**config.mk**
```make
export PLATFORM = sky130hd
export DESIGN_NAME = cordic_quad_prerot
export DESIGN_NICKNAME = d
export VERILOG_FILES = /design/src/rtl/cordic_quad_prerot.sv
export SDC_FILE = /design/constraint.sdc
export NUM_CORES = 1
export LEC_CHECK = 0
export CELL_PAD_IN_SITES_DETAIL_PLACEMENT = 1
export CELL_PAD_IN_SITES_GLOBAL_PLACEMENT = 1
export CORE_ASPECT_RATIO = 0.7
export CORE_UTILIZATION = 47
export DETAILED_ROUTE_END_ITERATION = 12
export DONT_BUFFER_PORTS = 1
export PLACE_DENSITY = 0.8
export SETUP_SLACK_MARGIN = 0.1
export SLEW_MARGIN = 0
export SYNTH_ARGS = -nofsm -noshare
export SYNTH_HDL_FRONTEND = slang
export SYNTH_SLANG_ARGS = --single-unit
export TNS_END_PERCENT = 50
```
**constraint.sdc**
```tcl
create_clock -name clk -period 2.4 [get_ports clk]
set_input_delay 0.24 -clock clk [delete_from_list [all_inputs] [get_ports clk]]
set_output_delay 0.24 -clock clk [all_outputs]
set_load 0.01 [all_outputs]
```
**src/rtl/cordic_quad_prerot.sv**
```systemverilog
// Quadrant pre-rotation for the CORDIC pipeline: wraps a Q3.13 angle into [-pi,pi],
// then folds it into [-pi/2,pi/2], negating (x,y) with saturation when folded.
module cordic_quad_prerot #(
  parameter int W       = 32'sd16,
  parameter int TAG_W   = 32'sd4,
  parameter int PI      = 32'sd25736,
  parameter int HALF_PI = 32'sd12868
) (
  input  logic                clk,
  input  logic                reset,
  input  logic                in_valid,
  output logic                in_ready,
  input  logic signed [W-1:0] ang_in,
  input  logic signed [W-1:0] x_in,
  input  logic signed [W-1:0] y_in,
  input  logic [TAG_W-1:0]    tag_in,
  output logic                out_valid,
  input  logic                out_ready,
  output logic signed [W-1:0] ang_out,
  output logic signed [W-1:0] x_out,
  output logic signed [W-1:0] y_out,
  output logic [TAG_W-1:0]    tag_out,
  output logic                sat
);

  localparam logic signed [W:0]   PI_E      = (W+1)'(PI);
  localparam logic signed [W:0]   HALF_PI_E = (W+1)'(HALF_PI);
  localparam logic signed [W:0]   TWO_PI_E  = (W+1)'(PI + PI);
  localparam logic signed [W-1:0] MIN_V     = {1'b1, {(W-1){1'b0}}};
  localparam logic signed [W-1:0] MAX_V     = {1'b0, {(W-1){1'b1}}};

  // Returns {saturated, -v}; the most negative value maps to the most positive one.
  function automatic logic [W:0] neg_sat(input logic signed [W-1:0] v);
    logic [W:0] r;
    if (v == MIN_V) begin
      r = {1'b1, MAX_V};
    end else begin
      r = {1'b0, -v};
    end
    return r;
  endfunction

  logic                v1_r;
  logic signed [W-1:0] a1_r;
  logic signed [W-1:0] x1_r;
  logic signed [W-1:0] y1_r;
  logic [TAG_W-1:0]    tag1_r;
  logic                v2_r;

  logic                adv1_s;
  logic                adv2_s;
  logic signed [W:0]   ang_ext_s;
  logic signed [W:0]   wrap_s;
  logic signed [W:0]   a1_ext_s;
  logic signed [W:0]   fold_ang_s;
  logic                fold_s;
  logic [W:0]          negx_s;
  logic [W:0]          negy_s;

  // Pipeline-ready handshake: a stage advances when it is empty or the next one advances.
  always_comb begin
    adv2_s   = !v2_r || out_ready;
    adv1_s   = !v1_r || adv2_s;
    in_ready = adv1_s && reset;
  end

  // Stage-1 wrap of the full +-4.0 input range into [-pi, pi].
  always_comb begin
    ang_ext_s = {ang_in[W-1], ang_in};
    if (ang_ext_s > PI_E) begin
      wrap_s = ang_ext_s - TWO_PI_E;
    end else if (ang_ext_s < -PI_E) begin
      wrap_s = ang_ext_s + TWO_PI_E;
    end else begin
      wrap_s = ang_ext_s;
    end
  end

  // Stage-2 fold into [-pi/2, pi/2]; exactly +-pi/2 stays unfolded.
  always_comb begin
    a1_ext_s = {a1_r[W-1], a1_r};
    negx_s   = neg_sat(x1_r);
    negy_s   = neg_sat(y1_r);
    if (a1_ext_s > HALF_PI_E) begin
      fold_ang_s = a1_ext_s - PI_E;
      fold_s     = 1'b1;
    end else if (a1_ext_s < -HALF_PI_E) begin
      fold_ang_s = a1_ext_s + PI_E;
      fold_s     = 1'b1;
    end else begin
      fold_ang_s = a1_ext_s;
      fold_s     = 1'b0;
    end
  end

  // Stage-1 register: wrapped angle plus untouched operands and tag.
  always_ff @(posedge clk or negedge reset) begin
    if (!reset) begin
      v1_r   <= 1'b0;
      a1_r   <= '0;
      x1_r   <= '0;
      y1_r   <= '0;
      tag1_r <= '0;
    end else if (adv1_s) begin
      v1_r <= in_valid;
      if (in_valid) begin
        a1_r   <= wrap_s[W-1:0];
        x1_r   <= x_in;
        y1_r   <= y_in;
        tag1_r <= tag_in;
      end
    end
  end

  // Stage-2 register drives the outputs directly; it holds while stalled.
  always_ff @(posedge clk or negedge reset) begin
    if (!reset) begin
      v2_r    <= 1'b0;
      ang_out <= '0;
      x_out   <= '0;
      y_out   <= '0;
      tag_out <= '0;
      sat     <= 1'b0;
    end else if (adv2_s) begin
      v2_r <= v1_r;
      if (v1_r) begin
        ang_out <= fold_ang_s[W-1:0];
        tag_out <= tag1_r;
        if (fold_s) begin
          x_out <= negx_s[W-1:0];
          y_out <= negy_s[W-1:0];
          sat   <= negx_s[W] | negy_s[W];
        end else begin
          x_out <= x1_r;
          y_out <= y1_r;
          sat   <= 1'b0;
        end
      end
    end
  end

  assign out_valid = v2_r;

endmodule
```
==> qor.csv <==
metric,value,unit
status,"finished, violations left",
placed instance count,854,
synthesized instance count,708,
DIE HEIGHT,95.8,um
"non-filler cells, final",897,
most frequent cell after synthesis,nand2_1,
Layout area overhead,16.6,%
failing checks,negative hold slack,
Final Critical Period,2.28,ns
DRT iter0 DRCs,445,
first drt pass iteration count,4,
first-pass GRT wire length,29600,um
Placer Congestion,0.866,
Post-Syn Nets,771,
Async SR Flop Fraction,1.00,
CP Data Required Time,2.69,ns
Clock transition at path regs,0.07,ns
leakage,0.00297,uW
vias per cell,6.17,
PD cells,864,nW/um2
io pins,111,
clock power share,0.270,
min setup slack post-route,0.124,ns
Ant. Diodes,0,
clk buf depth,2,
hold crit path type,in2async,
gr usage total,0.297,
CTS buffer count,9,
peak supply drop,0.000389,V
Design Power,5950,uW
cells taking the most area after synthesis,"dfrtp_1, nand2_1, o21ai_0",
period utilization,0.948,
worst slew pin tran,0.661,ns
number of synthesized flops with an enable pin,0,
Synth cell types,71,
Final ANT Viol Nets,0,
Root Driver,clkbuf_16,
Final Setup Violations,0,
total negative setup slack,0,ns
post-synth top area share,0.453,
register bit count reported by yosys,107,
combinational power share,0.269,
Clock Skew,0.0100,ns
"top cells by count, synth","nand2_1, dfrtp_1, o21ai_0",
Slew HR,0.558,
layout cells sized above 1,0.120,
maxcap violations,0,
largest net degree at the start of global routing,109,
register area,2680,um2
Post-CTS Hold Fix Bufs,23,
core area,12000,um2
"Seq/Total Area, Yosys",0.453,
DRC,0,
antenna violations before repair,0,
htree depth,3,
Internal,3810,uW
leading area contributor after synthesis,dfrtp_1,
number of global-route vias before repair,5557,
Avg WL per Cell,21.0,um
Switching Share,0.360,
hold_ws,-0.428,ns
Die X,136,um
Worst Setup Start Kind,flip-flop,
sequential power share,0.461,
pre-CTS WS,0.0742,ns
port bufs,0,
critical path arrival,2.57,ns
worst skew pair latency,0.36,ns
Max Slew Vio Count,0,
"Max FO, Critical Path",8,
initial core utilization,0.493,
fillers,1426,
RSZ-0062 raised after global routing,true,
Syn Area/Cell,8.34,um2
row cnt,33,
YS warnings,0,
final WL,18800,um
Sink Count,107,
Fmax,439,MHz
total number of vias,5538,
grt ovf,0,
Die ar.,13000,um2
utilization after layout,0.575,
area of the multi-input gates,2980,um2
worst setup path class,reg2reg,
nets,798,
CP Capture Type,flip-flop,
Switching Power,2140,uW
final hold violation count,107,
TritonCTS clock tree,built,
HPWL after detailed placement,12900,um
Post-synth top flop,dfrtp_1,
Syn Std Cell Area,5900,um2
final timing paths:
kind	start	endpoint	slack (ns)	depth (start not counted)
min in group clk	x_in[2]	x1_r[2]$_DFFE_PN0P_	0	2
worst min register to register	tag1_r[1]$_DFFE_PN0P_	tag_out[1]$_DFFE_PN0P_	0.48	2
worst min-delay path	reset	out_valid$_DFFE_PN0P_	-0.43	0
worst max-delay path	y1_r[14]$_DFFE_PN0P_	y_out[11]$_DFFE_PN0P_	0.12	6
worst max register to register	y1_r[14]$_DFFE_PN0P_	y_out[11]$_DFFE_PN0P_	0.12	6
max in group asynchronous	reset	a1_r[0]$_DFFE_PN0P_	2.62	0
kinds of logic (layout without fill, tap and decap cells):
group                      Yosys count  after routing  share of synthesized area
and+or+nand+nor                    319            319                      0.242
AOI/OAI and AO/OA                  188            188                      0.210
DFF                                107            107                      0.453
buffers and inverters               69            101                     0.0517
xor gates and xnor gates            15             15                     0.0222
adders and majority gates            7              7                     0.0148
muxes                                3              3                    0.00572
sequential cells by signal (all words and copies together), names as in the netlist:
| register | cells |
|---|---|
| v1_r | 1 |
| out_valid | 1 |
| y_out | 16 |
| y1_r | 16 |
| x1_r | 16 |
| tag1_r | 4 |
| sat | 1 |
| x_out | 16 |
| tag_out | 4 |
| ang_out | 16 |
| a1_r | 16 |
layout by cell type, fill, tap and decap left out, types with 5 or more instances in the layout:
cell	Yosys	layout
inv_1	15	15
nor2_1	35	35
dlygate4sd3_1	0	23
o21ai_1	14	15
nand2b_1	5	5
ha_1	7	7
nand2_1	180	179
nor4_1	8	8
nand3_1	22	22
o31ai_1	7	7
xnor2_1	11	11
clkbuf_16	0	11
a31oi_1	8	8
a21oi_1	38	38
nor3_1	21	18
o21ai_0	50	49
nand4_1	14	14
dfrtp_1	107	107
buf_4	1	40
o22ai_1	8	8
metrics by stage:
step	hold WS, ns	instance area, um2
2_1_floorplan	-0.0556	5900
3_3_place_gp	-0.0531	6220
3_5_place_dp	-0.0532	6220
4_1_cts	-0.432	6780
5_1_grt	-0.443	6890
6_report	-0.428	6890
power groups by stage:
stage | Sequential, uW | Clock, uW | Combinational [uW]
finish | 2740 | 1610 | 1600
global route | 2800 | 1700 | 1760
CTS | 2740 | 1630 | 1490
detailed placement | 2770 | 0 | 1450
global placement | 2750 | 0 | 1360
floorplan | 2610 | 0 | 1080
timing repair:
action	4_1_cts	5_1_grt
gates cloned	0	2
pin swaps	0	6
endpoints found under the hold margin	130	107
gates resized for setup	4	11
setup endpoints to repair	7	19
buffers inserted	0	2
per-layer routing:
layer | share of wire | vias up | GRT usage
li1 | - | 2563 | -
met1 | 0.46 | 2769 | 0.415
met2 | 0.45 | 186 | 0.457
met3 | 0.073 | 20 | 0.0774
met4 | 0.014 | 0 | 0.0759
met5 | 0 | - | 0
cell type report:
cell class              instances  share of cell area
well taps                     157              0.0285
flip-flops and latches        107               0.389
multi-input cells             532               0.432
repair buffers                 70              0.0963
clock inverters                 7              0.0133
clock buffers                   9              0.0327
inverters                      15             0.00818
worst max-delay path, stage by stage, from the launching register on:
cell and delay [ns]:
dfrtp_1 0.42, or3b_1 0.40, or3_1 0.38, or3_4 0.41
a2111oi_1 0.41, a21oi_1 0.09, nand2_1 0.09
(Power assumes the default switching activity.)
